[src/rtl/rf_stream_pkg.sv]
// Shared constants, FSM state type and power-on row image for the row
// register file and the one-hot row encoder that consumes it.
package rf_stream_pkg;

  localparam int unsigned RF_DEPTH = 8;
  localparam int unsigned RF_WIDTH = 16;
  localparam int unsigned RF_IDX_W = $clog2(RF_DEPTH);

  typedef enum logic [1:0] {
    IDLE,
    WAIT,
    PRESENT,
    DONE
  } state_e;

  // Image restored into the register file on every reset.
  localparam logic [RF_WIDTH-1:0] DEFAULT_IMAGE [RF_DEPTH] = '{
    16'h0000, 16'h8800, 16'h0100, 16'h8000,
    16'h0001, 16'h0800, 16'h8110, 16'h0080
  };

  // Default contents of row i; rows beyond the stored image read as zero.
  function automatic logic [RF_WIDTH-1:0] default_row(input int unsigned i);
    logic [RF_WIDTH-1:0] r;
    r = '0;
    if (i < RF_DEPTH) begin
      r = DEFAULT_IMAGE[i[RF_IDX_W-1:0]];
    end
    return r;
  endfunction

endpackage

[src/rtl/pb_sync_edge.sv]
// Two-flop synchronizer for a raw push-button pin followed by a registered
// rising-edge detector; rise_o is a single-cycle pulse three clocks after
// the pin goes high.
module pb_sync_edge (
  input  logic clk,
  input  logic rst,
  input  logic pb_i,
  output logic rise_o
);

  logic s1_q;
  logic s2_q;
  logic s3_q;
  logic rise_q;

  // Synchronize the pin, keep its previous value and register the edge pulse.
  always_ff @(posedge clk) begin
    if (rst) begin
      s1_q   <= 1'b0;
      s2_q   <= 1'b0;
      s3_q   <= 1'b0;
      rise_q <= 1'b0;
    end else begin
      s1_q   <= pb_i;
      s2_q   <= s1_q;
      s3_q   <= s2_q;
      rise_q <= s2_q & ~s3_q;
    end
  end

  assign rise_o = rise_q;

endmodule

[src/rtl/rf_row_streamer.sv]
// Row register file with a write port and a paced, flow-controlled reader
// that presents rows 0..DEPTH-1 over valid/ready after a push-button start.
module rf_row_streamer
  import rf_stream_pkg::*;
#(
  parameter int unsigned DEPTH = RF_DEPTH,
  parameter int unsigned WIDTH = RF_WIDTH,
  parameter int unsigned PACE  = 100_000_000
) (
  input  logic                     clk,
  input  logic                     rst,
  input  logic                     wr_en,
  input  logic [$clog2(DEPTH)-1:0] wr_addr,
  input  logic [WIDTH-1:0]         wr_data,
  input  logic                     start_pb,
  output logic [WIDTH-1:0]         row_data,
  output logic [$clog2(DEPTH)-1:0] row_idx,
  output logic                     row_valid,
  input  logic                     row_ready,
  output logic                     last,
  output logic                     busy,
  output logic                     done,
  output logic                     wr_drop
);

  localparam int unsigned IW = $clog2(DEPTH);
  localparam int unsigned CW = (PACE > 1) ? $clog2(PACE) : 1;
  localparam logic [CW-1:0] CNT_RELOAD = CW'(PACE - 1);
  localparam logic [IW-1:0] LAST_IDX   = IW'(DEPTH - 1);

  logic              start_rise;
  logic [WIDTH-1:0]  mem_q [DEPTH];
  logic              wr_accept;

  state_e            state_q, state_d;
  logic [IW-1:0]     ptr_q, ptr_d;
  logic [CW-1:0]     cnt_q, cnt_d;
  logic [WIDTH-1:0]  row_data_q, row_data_d;
  logic [IW-1:0]     row_idx_q, row_idx_d;
  logic              row_valid_q, row_valid_d;
  logic              busy_q, busy_d;
  logic              done_q, done_d;

  pb_sync_edge u_start_sync (
    .clk    (clk),
    .rst    (rst),
    .pb_i   (start_pb),
    .rise_o (start_rise)
  );

  // Writes land only while no run is in flight.
  assign wr_accept = wr_en && ((state_q == IDLE) || (state_q == DONE));

  // Register file: default image on reset, otherwise accepted writes.
  always_ff @(posedge clk) begin
    if (rst) begin
      for (int unsigned i = 0; i < DEPTH; i++) begin
        mem_q[i] <= WIDTH'(default_row(i));
      end
    end else if (wr_accept) begin
      mem_q[wr_addr] <= wr_data;
    end
  end

  // FSM state, run pointer, pacing counter and registered outputs.
  always_ff @(posedge clk) begin
    if (rst) begin
      state_q     <= IDLE;
      ptr_q       <= '0;
      cnt_q       <= '0;
      row_data_q  <= '0;
      row_idx_q   <= '0;
      row_valid_q <= 1'b0;
      busy_q      <= 1'b0;
      done_q      <= 1'b0;
    end else begin
      state_q     <= state_d;
      ptr_q       <= ptr_d;
      cnt_q       <= cnt_d;
      row_data_q  <= row_data_d;
      row_idx_q   <= row_idx_d;
      row_valid_q <= row_valid_d;
      busy_q      <= busy_d;
      done_q      <= done_d;
    end
  end

  // Next-state logic: pace each row, hold it until accepted, stop after the last.
  always_comb begin
    state_d     = state_q;
    ptr_d       = ptr_q;
    cnt_d       = cnt_q;
    row_data_d  = row_data_q;
    row_idx_d   = row_idx_q;
    row_valid_d = row_valid_q;

    unique case (state_q)
      IDLE, DONE: begin
        if (start_rise) begin
          state_d = WAIT;
          ptr_d   = '0;
          cnt_d   = CNT_RELOAD;
        end
      end
      WAIT: begin
        if (cnt_q == '0) begin
          state_d     = PRESENT;
          row_data_d  = mem_q[ptr_q];
          row_idx_d   = ptr_q;
          row_valid_d = 1'b1;
        end else begin
          cnt_d = cnt_q - CW'(1);
        end
      end
      PRESENT: begin
        if (row_valid_q && row_ready) begin
          row_valid_d = 1'b0;
          if (ptr_q == LAST_IDX) begin
            state_d = DONE;
          end else begin
            state_d = WAIT;
            ptr_d   = ptr_q + IW'(1);
            cnt_d   = CNT_RELOAD;
          end
        end
      end
      default: begin
        state_d = IDLE;
      end
    endcase

    // Status flags are decoded from the next state so they register alongside it.
    busy_d = (state_d == WAIT) || (state_d == PRESENT);
    done_d = (state_d == DONE);
  end

  assign row_data  = row_data_q;
  assign row_idx   = row_idx_q;
  assign row_valid = row_valid_q;
  assign last      = row_valid_q && (row_idx_q == LAST_IDX);
  assign busy      = busy_q;
  assign done      = done_q;
  assign wr_drop   = wr_en && busy_q && !rst;

endmodule

[config.mk]
export PLATFORM = sky130hd
export DESIGN_NAME = rf_row_streamer
export DESIGN_NICKNAME = d
export VERILOG_FILES = /design/src/rtl/rf_stream_pkg.sv /design/src/rtl/pb_sync_edge.sv /design/src/rtl/rf_row_streamer.sv
export SDC_FILE = /design/constraint.sdc
export NUM_CORES = 1
export LEC_CHECK = 0
export CAP_MARGIN = 20
export CORE_UTILIZATION = 54
export CTS_CLUSTER_SIZE = 8
export DETAILED_ROUTE_END_ITERATION = 10
export HOLD_SLACK_MARGIN = 0.08
export PLACE_DENSITY = 0.77
export REMOVE_ABC_BUFFERS = 1
export SYNTH_ARGS = -nofsm -noshare
export SYNTH_HDL_FRONTEND = slang
export SYNTH_SLANG_ARGS = --single-unit
export TNS_END_PERCENT = 100
[constraint.sdc]
create_clock -name clk -period 2.57 [get_ports clk]
set_input_delay 0.257 -clock clk [delete_from_list [all_inputs] [get_ports clk]]
set_output_delay 0.257 -clock clk [all_outputs]
set_load 0.01 [all_outputs]
Word level (Yosys, flattened, before mapping)
Memory sizes are Yosys's and may differ from the RTL's. A register that Yosys moved wholly into a read port is not among the register bits.
Index checks and enable logic that the tools add are counted.

cells by class
  reduce and logical (&&, ||, !) cells = 18
  muxes and demuxes = 33
  divide/modulo/power cells = 0
  multiply operators = 0
  shift-type cells = 0
  equal/unequal tests = 13
  add/sub/neg operators = 2
  bitwise logic cells = 2
  order comparisons = 0

operator list
  operator               count
  $mux 16                9
  $mux 27                4
  $pmux 27 s3            1
  $logic_not 27->1       1
  $sub 27x1->27 const B  1
  $reduce_or 16->1       1
  $mux 3                 4
  $eq 2x2->1 const B     4
  $mux 1                 8
  $mux 2                 4
  $ne 2x2->1 const B     4
  $reduce_and 4->1       2
  $eq 3x3->1 const B     2
  $pmux 2 s3             1
  $pmux 3 s2             1
  $logic_and 1x1->1      5
  $eq 2x1->1 const B     2
  $reduce_bool 2->1      2
  $add 3x1->3 const B    1
  $reduce_and 3->1       1
  $logic_not 2->1        1
  $logic_or 1x1->1       2
  $ne 2x1->1 const B     1
  $pmux 1 s2             1
  5 further kinds        5

storage, ports and cells
  bits in registers = 42
  bits of input ports = 24
  memories kept = 1
  RAM bits = 128
  memory bits (read-only) = 0
  latch bits = 0
  word-level logic and storage cells = 80

memories
  memory  words  width  read ports  clocked after memory_dff  write ports  RTL line               text
  mem_q   8      16     1           1                         8            rf_row_streamer.sv:32  logic [WIDTH-1:0] mem_q [DEPTH];

Logic depth before layout (Yosys ltp)
Gate-level depths: netlist of the first run.

  depth in word-level cells = 8
  gate-level depth with buffers = 9

Modules after synthesis
From an unflattened synthesis of the first run, not the netlist that was laid out.

second synthesis, totals
  cells, all modules = 641
  area total of the unflattened synthesis = 8466.9 µm²

by module, submodules not included
  module           area each (µm²)  seq. area each (µm²)  times used  cells an instance
  rf_row_streamer  8355.5           4924.7                1           633
  pb_sync_edge     111.4            80.1                  1           8

Worst setup path before layout of the first run
Ideal clock, no wire load.

  kind = register -> register
  from = reg state_q[0]
  to = mem mem_q[2][0] in the netlist's numbering, enable pin
  buffers on the path = 1
  stages on the path, launching flop included = 6
  arrival = 2.236 ns
  setup time = 0.411 ns
  setup slack = -0.077 ns
  cell sequence = dfxtp_1 -> inv_1 -> ha_1 -> nand3b_1 -> clkbuf_1 -> o21ai_0

RTL lines
  what                    RTL line               text
  from (decl)             rf_row_streamer.sv:35  state_e state_q, state_d;
  from (signal assigned)  rf_row_streamer.sv:77  state_q <= state_d;
  to (decl)               rf_row_streamer.sv:32

Worst setup path after layout of the first run
  from = reg cnt_q[21]
  to = reg cnt_q[16]

on the way
  word-level cells in the longest chain between the ends = 3

ends and longest elaborated chain
  what                               RTL line                text
  from (decl)                        rf_row_streamer.sv:37   logic [CW-1:0] cnt_q, cnt_d;
  from (signal assigned)             rf_row_streamer.sv:79   cnt_q <= cnt_d;
  $logic_not 27->1                   rf_row_streamer.sv:106  if (cnt_q == '0) begin
  $ne 2x2->1 (no source line)        n/a
  $reduce_and 4->1 (no source line)  n/a

Every way passes these cells.
A chain may end at the register's enable or synchronous reset.

==> impl_results.md, run 1 <==
* CP arrival at 2.76 ns
* Ant. Diodes at 0
* DR vias/cell at 6.07
* Initial Util at 55.5%
* Hold path start: start_pb
* Most used cell, CP: or4_1
* Pleak at 3.45 nW
* Worst vdd ir at 0.545 mV
* Status: finished, final reports clean
* Initial antenna violation count at 1
* Path depth of the worst reg2reg path at 6
* # hold bufs at CTS at 0
* Resized Gates After CTS at 0
* FILL cells at 1107
* # port buffers at 47
* Worst Skew at 0.0119 ns
* Area of the multi-input gates at 0.00324 mm^2
* RSZ-0062 raised after global routing: no
* Synthesized area at 0.00843 mm^2
* Final core utilization at 65.6%
* Syn Area/Cell at 13.0 um^2
* Area of the core at 0.0152 mm^2
* CP max-delay cell: or4_1
* Hold Path Class: input pin to flip-flop
* Worst Hold Depth at 2
* Detailed Route WL at 18.8 mm
* CP startpoint: cnt_q[21]
* Crit path launch type: flip-flop
* Yosys warnings at 0
* Syn-to-layout area delta at 18.2%
* Placer congestion estimate at 0.894
* FMAX at 0.405 GHz
* I/O pins at 48
* Synth Flop Type: edfxtp_1
* CP required at 2.86 ns
* First-pass GRT wire length at 29.8 mm
* Tmin final at 2.47 ns
* Max Transition Viols Final at 0
* Non-Filler Instances at 926
* Max-Cap Viols at 0
* Number of global-route vias before repair at 5650
* Biggest cell delay along the critical path at 0.65 ns
* Reg clk slew, reported paths at 0.07 ns
* H-Tree Depth at 4
* Vias at 5624
* Share of layout cells above drive strength 1 at 19.0%
* DRC at 0
* Worst-path cell chain: or4_1, or4_4, o31ai_4, buf_4, or4_1, a31oi_1
* Post-CTS Setup Bufs at 0
* Mapped Cells at 647
* Drt wl/cell at 20.3 um
* CTS tree: yes
* # setup viols final at 0
* Worst slew margin at 54.9%
* Number of synthesized flops with an enable pin at 128
* Post-synthesis sequential area ratio at 59.3%
* Root buffer cell: clkbuf_16
* Reg2reg end: cnt_q[16]
* Netlist cell types at 55
* Worst Tran Pin Value at 0.677 ns
* Worst slack, placed at 0.0396 ns
* Grt ovf at 0
* Async SR Flop Fraction at 0%
* Die area at 0.0161 mm^2
* Final Hold Viols at 0
* Final nets at 756
* PwrDens at 804 mW/mm^2
* DRT Pass-1 Iters at 5
* TNS Setup at 0 ns
* Clock buffer depth at 2
* Final antenna-violating net count at 0
* Std cell rows at 45
* Top-count cell post-synth: edfxtp_1
* Die Y at 127 um
* Largest net degree at the start of global routing at 48
* PnR worst setup slack at 0.0993 ns
* All-Layer GR Usage at 25.0%
* Area contributors post-synth: edfxtp_1 46%, dfxtp_1 14%, and2_1 9.0%
* Fin crit share at 96.1%
* Share of the synthesized area in the top cell type at 45.6%
* Post-layout power at 8.01 mW
* Placed Cells at 894
* Synth cell count leaders: 128 x edfxtp_1, 121 x and2_1, 58 x dfxtp_1, 41 x nor2_1, 32 x mux4_2
* Clk sinks at 186
* CP Max Fanout at 10
* Initial drt markers at 418
* Die width at 127 um
* Flip-flop and latch area at 0.00501 mm^2
* Reg2reg start: cnt_q[21]
* CTS Buf Count at 17
* Final HPWL from detailed placement at 12.2 mm
* Yosys reg bits at 186
* WS Path Type: flip-flop to flip-flop
* CP endpoint kind: flip-flop
* Hold endpoint: u_start_sync.s1_q
* Leading area contributor after synthesis: edfxtp_1
* Setup slack, reg-to-reg at 0.1 ns
* Clk Latency, worst-skew pair at 0.44 ns
-- per-layer routing --
layer	global-route usage, %	vias up	routed length (um)
met3	4.98	33	1240
met4	9.38	2	299
met2	42.8	221	9600
met1	31.6	2770	7630
met5	0	-	13
li1	-	2598	-
-- kinds of logic (layout without fill, tap and decap cells) --
family / after synthesis / in the layout / share of synthesized area (%)
flops: 186 / 186 / 59.3
mux: 48 / 48 / 10.4
compound gates: 95 / 95 / 8.29
xor+xnor: 1 / 1 / 0.104
simple gates: 263 / 263 / 18.3
fa+ha+maj: 7 / 7 / 1.04
buf+inv: 47 / 138 / 2.48
-- final cells by class --
type / count / area share, %
tap: 188 / 2.36
clock inverter: 14 / 1.56
inverter: 10 / 0.377
sequential: 186 / 50.2
timing repair buffer: 96 / 8.61
multi-input combinational: 414 / 32.5
clock buffer: 18 / 4.41
-- cell usage in the layout, fill, tap and decap left out, drive strengths merged, types with 2 or more instances in the layout --
cell type and n:
clkbuf 18, clkdlybuf4s50 46, and2 121, nand3 7, a211oi 20, edfxtp 128
or2 6, nand3b 3, or4 10, o21ai 19, a31oi 10, nand2 15
mux4 32, nand2b 5, clkinv 5, nor3 8, nor2 41, nor4 7
buf 50, a311oi 5, nor2b 9, inv 18, dfxtp 58, a32oi 2
ha 7, nand4 4, a21oi 18, or3 22, o31ai 10, mux2i 16
-- state kept, by name, indices dropped and copies added, names as in the netlist, 2 cells and up --
signal	flops
state_q	2
ptr_q	3
row_idx	3
cnt_q	27
row_data	16
mem_q	128
-- metrics by stage --
| stage | hold slack (ns) | instance area [um^2] |
|---|---|---|
| after floorplan | 0.322 | 8260 |
| after global placement | 0.378 | 9360 |
| after detailed placement | 0.380 | 9360 |
| after CTS | 0.365 | 9960 |
| after global routing | 0.402 | 9970 |
| final | 0.381 | 9970 |
-- critical path: cells and delay by family (launching register included) --
kind            cells  cell delay [ns]
simple gates        3             1.36
flops               1             0.35
buf+inv             1             0.23
compound gates      2             0.40
-- worst max-delay path by stage --
stage	endpoint	slack (ns)	depth (start not counted)
floorplan	cnt_q[14]	-0.97	7
global placement	cnt_q[16]	0.13	6
detailed placement	cnt_q[16]	0.04	6
CTS	cnt_q[16]	0.04	6
global route	row_valid	0.002	6
finish	cnt_q[16]	0.1	6
-- where the power goes --
group / switching (mW) / internal, mW
Combinational: 1.03 / 0.714
Sequential: 0.194 / 3.46
Clock: 1.21 / 1.41
No activity file was read; power rests on OpenSTA's default activity.
==> run 2, diff against run 1 <==
--- a/config.mk
+++ b/config.mk
@@ -10,5 +10,7 @@
 export CTS_CLUSTER_SIZE = 8
 export DETAILED_ROUTE_END_ITERATION = 10
+export GPL_TIMING_DRIVEN = 0
 export HOLD_SLACK_MARGIN = 0.08
+export MAX_ROUTING_LAYER = met4
 export PLACE_DENSITY = 0.77
 export REMOVE_ABC_BUFFERS = 1
==> constraint.sdc (replaced) <==
create_clock -name clk -period 2.57 [get_ports clk]
set_input_delay 0.3855 -clock clk [delete_from_list [all_inputs] [get_ports clk]]
set_output_delay 0.3855 -clock clk [all_outputs]
set_load 0.01 [all_outputs]
==> impl_results.md, run 2 (synthesis results as in run 1) <==
* Status: finished, final reports clean
* Final HPWL from detailed placement at 12.2 mm (-0.56%)
* Crit path launch type: flip-flop
* DRC at 0 (unchanged)
* Clk sinks at 186 (unchanged)
* Initial drt markers at 648 (+55%)
* DRT Pass-1 Iters at 5 (unchanged)
* Most frequent cells in the layout: 128 x edfxtp_1, 121 x and2_1, 55 x dfxtp_1
* Syn-to-layout area delta at 20.1%
* Area of the multi-input gates at 0.00333 mm^2 (+3.0%)
* Final Hold Viols at 0 (unchanged)
* Initial Util at 55.5% (unchanged)
* Clock buffer depth at 2 (unchanged)
* CTS Buf Count at 17 (unchanged)
* CP arrival at 2.81 ns (+0.05 ns)
* Placed Cells at 860 (-3.8%)
* Die area at 0.0161 mm^2 (unchanged)
* CP required at 2.89 ns (+0.03 ns)
* Number of global-route vias before repair at 5746 (+1.7%)
* Drt wl/cell at 21.7 um (+6.8%)
* # hold bufs at CTS at 0 (unchanged)
* Placed cell area at 0.00925 mm^2 (-1.2%)
* Hold_ws at 0.387 ns (+0.00600 ns)
* Final nets at 750 (-0.79%)
* WS Path Type: flip-flop to flip-flop
* Vias at 5746 (+2.2%)
* Fin area at 0.0101 mm^2 (+1.6%)
* Area of the core at 0.0152 mm^2 (unchanged)
* All-Layer GR Usage at 26.8% (+1.8 points)
* PwrDens at 792 mW/mm^2 (-1.5%)
* I/O pins at 48 (unchanged)
* Detailed Route WL at 19.9 mm (+6.0%)
* Die width at 127 um (unchanged)
* Setup slack, reg-to-reg at 0.09 ns (about the same)
* Flip-flop and latch area at 0.00501 mm^2 (+0.15%)
* Initial antenna violation count at 0 (-1)
* CP Max Fanout at 19 (+9)
* Clk Latency, worst-skew pair at 0.43 ns (about the same)
* CP endpoint kind: flip-flop
* Final antenna-violating net count at 0 (unchanged)
* # setup viols final at 0 (unchanged)
* Fin crit share at 96.6% (+0.43 points)
* Worst vdd ir at 0.533 mV (-2.2%)
* Placer congestion estimate at 0.861 (-3.6%)
* Largest register FFs at 128 (unchanged)
* Post-layout power at 8.02 mW (about the same)
* H-Tree Depth at 4 (unchanged)
* FMAX at 0.403 GHz (-0.45%)
* First-pass GRT wire length at 30.9 mm (+3.5%)
* Share of layout cells above drive strength 1 at 20.4% (+1.4 points)
* DR vias/cell at 6.25 (+2.9%)
* Grt ovf at 0 (unchanged)
* Non-Filler Instances at 919 (-0.76%)
* Worst Tran Pin Value at 0.782 ns (+0.106 ns)
* Root buffer cell: clkbuf_16
* Std cell rows at 45 (unchanged)
* Reg clk slew, reported paths at 0.07 ns (about the same)
* Ant. Diodes at 0 (unchanged)
* Max Transition Viols Final at 0 (unchanged)
* FILL cells at 1075 (-2.9%)
* Worst slew margin at 47.8% (-7.1 points)
* CTS tree: yes
* Max-Cap Viols at 0 (unchanged)
* Biggest register: mem_q
* # port buffers at 47 (unchanged)
* Tmin final at 2.48 ns (+0.0111 ns)
* Worst Skew at 0.00959 ns (-0.00232 ns)
* Hold Path Class: flip-flop to flip-flop
* Pleak at 3.45 nW (about the same)
* Largest net degree at the start of global routing at 26 (-46%)
* Leading cell type in the layout, fill and taps excluded: edfxtp_1
* Die Y at 127 um (unchanged)
## run 2: cell types whose count changed in the layout (fill, tap and decap cells not counted), sizes merged
cell	delta
buf	-6
bufinv	-1
clkbuf	+2
clkinv	-2
clkinvlp	+3
inv	-3
## run 2: final cells by class
type	count	area share [%]
multi-input combinational	414	32.9
timing repair buffer	90	9.53
clock buffer	20	4.51
inverter	10	0.371
clock inverter	11	0.865
tap	188	2.32
sequential	186	49.5
## run 2: power breakdown
group          internal, mW  switching (mW)  total [mW]
Clock                  1.30            1.14        2.44
Combinational         0.792            1.14        1.93
Sequential             3.46           0.196        3.65
## run 2: timing repair
action                     4_1_cts  5_1_grt
gates resized for setup         15        4
pin swaps                        6        4
cloned                           0        0
setup endpoints to repair      128       58
setup buffers                   18        8
## run 2: worst max-delay path: stages (launching register included)
cell	delay (ns)
dfxtp_1	0.32
inv_1	0.10
ha_1	0.29
nand3b_1	0.24
nor4_4	0.41
buf_4	0.18
a31o_2	0.36
nor2_1	0.12
a311oi_1	0.34
## run 2: stage by stage
stage / worst slack [ns] / util [%] / TNS (ns)
detailed placement: -1.15 / 60.8 / -61.03
global route: -0.0451 / 66.6 / -0.106
CTS: 0.0650 / 66.0 / 0
floorplan: -0.973 / - / -40.89
global placement: -3.17 / 59.0 / -728.69
finish: 0.0882 / 66.6 / 0
## run 2: per-layer routing
metal	vias to the layer above	part of all wire (%)	GRT usage (%)
met4	0	2.8	11.6
met2	256	50	43.5
met3	57	6.5	5.07
met5	-	0	-
met1	2856	41	33.1
li1	2577	-	-
## run 2: final timing paths
| kind | endpoint | from | depth (start not counted) |
|---|---|---|---|
| max | cnt_q[3] | state_q[1] | 8 |
| min | u_start_sync.rise_o | u_start_sync.s3_q | 1 |
| min reg2reg | u_start_sync.rise_o | u_start_sync.s3_q | 1 |
| max reg2reg | cnt_q[3] | state_q[1] | 8 |
==> run 3, diff against run 2 <==
CORE_UTILIZATION = 57   (was 54)
DONT_BUFFER_PORTS = 1   (was not set)
GPL_TIMING_DRIVEN = not set   (was 0)
PLACE_DENSITY = 0.76   (was 0.77)
TNS_END_PERCENT = 50   (was 100)
==> impl_results.md, run 3 (synthesis results as in run 1) <==
* H-Tree Depth at 4 (unchanged)
* Syn-to-layout area delta at 12.5%
* Sequential power share at 46.2% (+0.6 points)
* Most frequent cells in the layout: 128 x edfxtp_1, 121 x and2_1, 57 x dfxtp_1
* Reg2reg end: row_data[12]
* CP required at 2.91 ns (+0.02 ns)
* CTS Buf Count at 17 (unchanged)
* Clk Latency, worst-skew pair at 0.43 ns (about the same)
* Crit path launch type: flip-flop
* Die Y at 124 um (-2.6%)
* Placer congestion estimate at 0.878 (+2.0%)
* Hold path start: start_pb
* # setup viols final at 0 (unchanged)
* GRT met1 Usage at 31.0% (-2.1 points)
* Grt peak-use layer: met2
* Die area at 0.0153 mm^2 (-5.2%)
* Worst Hold Depth at 1 (unchanged)
* Largest net degree at the start of global routing at 44 (+69%)
* Internal power at 5.63 mW (+1.5%)
* Combinational power share at 20.2% (-3.9 points)
* Biggest cell delay along the critical path at 0.63 ns (+0.22 ns)
* Vias at 5485 (-4.5%)
* Clock buffer depth at 2 (unchanged)
* Root buffer cell: clkbuf_16
* PwrDens at 836 mW/mm^2 (+5.6%)
* Ant. Diodes at 0 (unchanged)
* DRC at 0 (unchanged)
* Share of total power in the clock network at 33.7% (+3.3 points)
* CP arrival at 2.80 ns (about the same)
* Largest register FFs at 128 (unchanged)
* Max Transition Viols Final at 0 (unchanged)
* Hold Path Class: input pin to flip-flop
* TNS Setup at 0 ns (unchanged)
* Fin area at 0.00949 mm^2 (-6.3%)
* Clk sinks at 186 (unchanged)
* Worst slew margin at 24.1% (-24 points)
* Worst Tran Pin Value at 1.13 ns (+0.352 ns)
* CP max-delay cell: or4_1
* Worst-path cell chain: or4_1, or4_4, nor3_4, buf_12, nor2_1, a211oi_2
* Non-Filler Instances at 870 (-5.3%)
* Biggest register: mem_q
* Die width at 124 um (-2.6%)
* Worst Skew at 0.0119 ns (+0.00227 ns)
* Post-CTS Setup Bufs at 0 (-18)
* FMAX at 0.406 GHz (+0.68%)
* Number of global-route vias before repair at 5384 (-6.3%)
* Share of layout cells above drive strength 1 at 19.4% (-1.0 points)
* Post-layout power at 7.93 mW (-1.1%)
* I/O pins at 48 (unchanged)
* Placed Cells at 836 (-2.8%)
* Hold endpoint: u_start_sync.s1_q
* Area of the multi-input gates at 0.00323 mm^2 (-3.0%)
* Grt ovf at 0 (unchanged)
* Pleak at 3.25 nW (-5.7%)
* # port buffers at 0 (-100%)
* Reg clk slew, reported paths at 0.06 ns (about the same)
* Initial Util at 58.3% (+2.8 points)
* Reg2reg start: cnt_q[21]
* Tmin final at 2.46 ns (-0.0168 ns)
* Placed cell area at 0.00885 mm^2 (-4.3%)
* Max-Cap Viols at 0 (unchanged)
* Std cell rows at 44 (-2.2%)
* Switching part of the total at 29.0% (-1.8 points)
* Leading cell type in the layout, fill and taps excluded: edfxtp_1
* Final Hold Viols at 0 (unchanged)
* First-pass GRT wire length at 28.8 mm (-6.6%)
* Status: finished, final reports clean
* Setup slack, reg-to-reg at 0.11 ns (+0.02 ns)
* Drt wl/cell at 22.1 um (+1.8%)
* DRT Pass-1 Iters at 5 (unchanged)
* CP endpoint kind: flip-flop
* CTS tree: yes
* Flip-flop and latch area at 0.00501 mm^2 (-0.15%)
* Final nets at 704 (-6.1%)
* Net Switching at 2.30 mW (-6.7%)
* Initial drt markers at 513 (-21%)
* DR vias/cell at 6.30 (+0.83%)
* Area of the core at 0.0145 mm^2 (-4.8%)
* Final HPWL from detailed placement at 12.0 mm (-1.5%)
* All-Layer GR Usage at 27.2% (+0.42 points)
* Met2 usage at 45.1% (+1.5 points)
* WS Path Type: flip-flop to flip-flop
* Initial antenna violation count at 0 (unchanged)
* Worst vdd ir at 0.548 mV (+2.8%)
* CP Max Fanout at 22 (+3)
* Met3 GRT Util at 7.97% (+2.9 points)
* RSZ-0062 raised after global routing: no
* Path depth of the worst reg2reg path at 6 (-2)
* Fin crit share at 95.9% (-0.65 points)
* Final antenna-violating net count at 0 (unchanged)
* Detailed Route WL at 19.2 mm (-3.6%)
* FILL cells at 1040 (-3.3%)
[run 3: changes by cell type in the layout (fill, tap and decap cells not counted), moves of 3 or more]
cell and change:
nor3_4 -3, buf_6 -5, buf_4 +14, clkdlybuf4s50_1 -46, o21ai_2 -6, clkinv_2 +3, o21ai_1 +5, buf_16 -4
buf_8 -7, bufinv_16 +3
[run 3: worst max-delay path by stage]
stage | startpoint | end | cells past startpoint
floorplan | ptr_q[0] | cnt_q[14] | 7
global placement | cnt_q[21] | row_valid | 6
detailed placement | cnt_q[21] | row_data[8] | 6
CTS | cnt_q[21] | row_data[12] | 6
global route | state_q[0] | mem_q[7][10] | 5
finish | cnt_q[21] | row_data[12] | 6
[run 3: layer usage]
layer,vias up,routed length [um]
li1,2482,-
met4,0,457
met3,45,1390
met2,212,9930
met1,2746,7410
met5,-,0
[run 3: power groups by stage]
stage	registers (mW)	clock network, mW	logic, mW
4_1_cts	3.66	2.69	1.58
2_1_floorplan	3.67	0	1.08
3_5_place_dp	3.72	0	1.55
6_report	3.66	2.67	1.60
3_3_place_gp	3.70	0	1.50
5_1_grt	3.69	2.81	1.76
[run 3: through the flow]
stage | hold WS [ns] | setup slack (ns) | util [%]
after floorplan | 0.367 | -0.973 | -
after global placement | 0.376 | 0.151 | 61.1
after detailed placement | 0.382 | 0.0625 | 61.1
after CTS | 0.0883 | 0.0207 | 65.5
after global routing | 0.105 | 0.00208 | 65.5
final | 0.0989 | 0.105 | 65.5
[run 3: repair_timing]
action	4_1_cts	5_1_grt
gates resized for setup	0	1
endpoints found under the hold margin	44	0
hold buffers	2	0
setup endpoints to repair	0	13
[run 3: cell type report]
| cell class | count | area share [%] |
|---|---|---|
| Timing Repair Buffer | 44 | 4.04 |
| Tap cell | 184 | 2.43 |
| Clock inverter | 13 | 1.74 |
| Clock buffer | 19 | 4.56 |
| Inverter | 10 | 0.396 |
| Sequential cell | 186 | 52.8 |
| Multi-Input combinational cell | 414 | 34.1 |
[run 3: critical path: cells and delay by family (launching register included)]
family                 cells  cell delay [ns]
AO/OA/AOI/OAI              1             0.25
buffers and inverters      1             0.22
flip-flops                 1             0.33
AND/OR/NAND/NOR            4             1.55
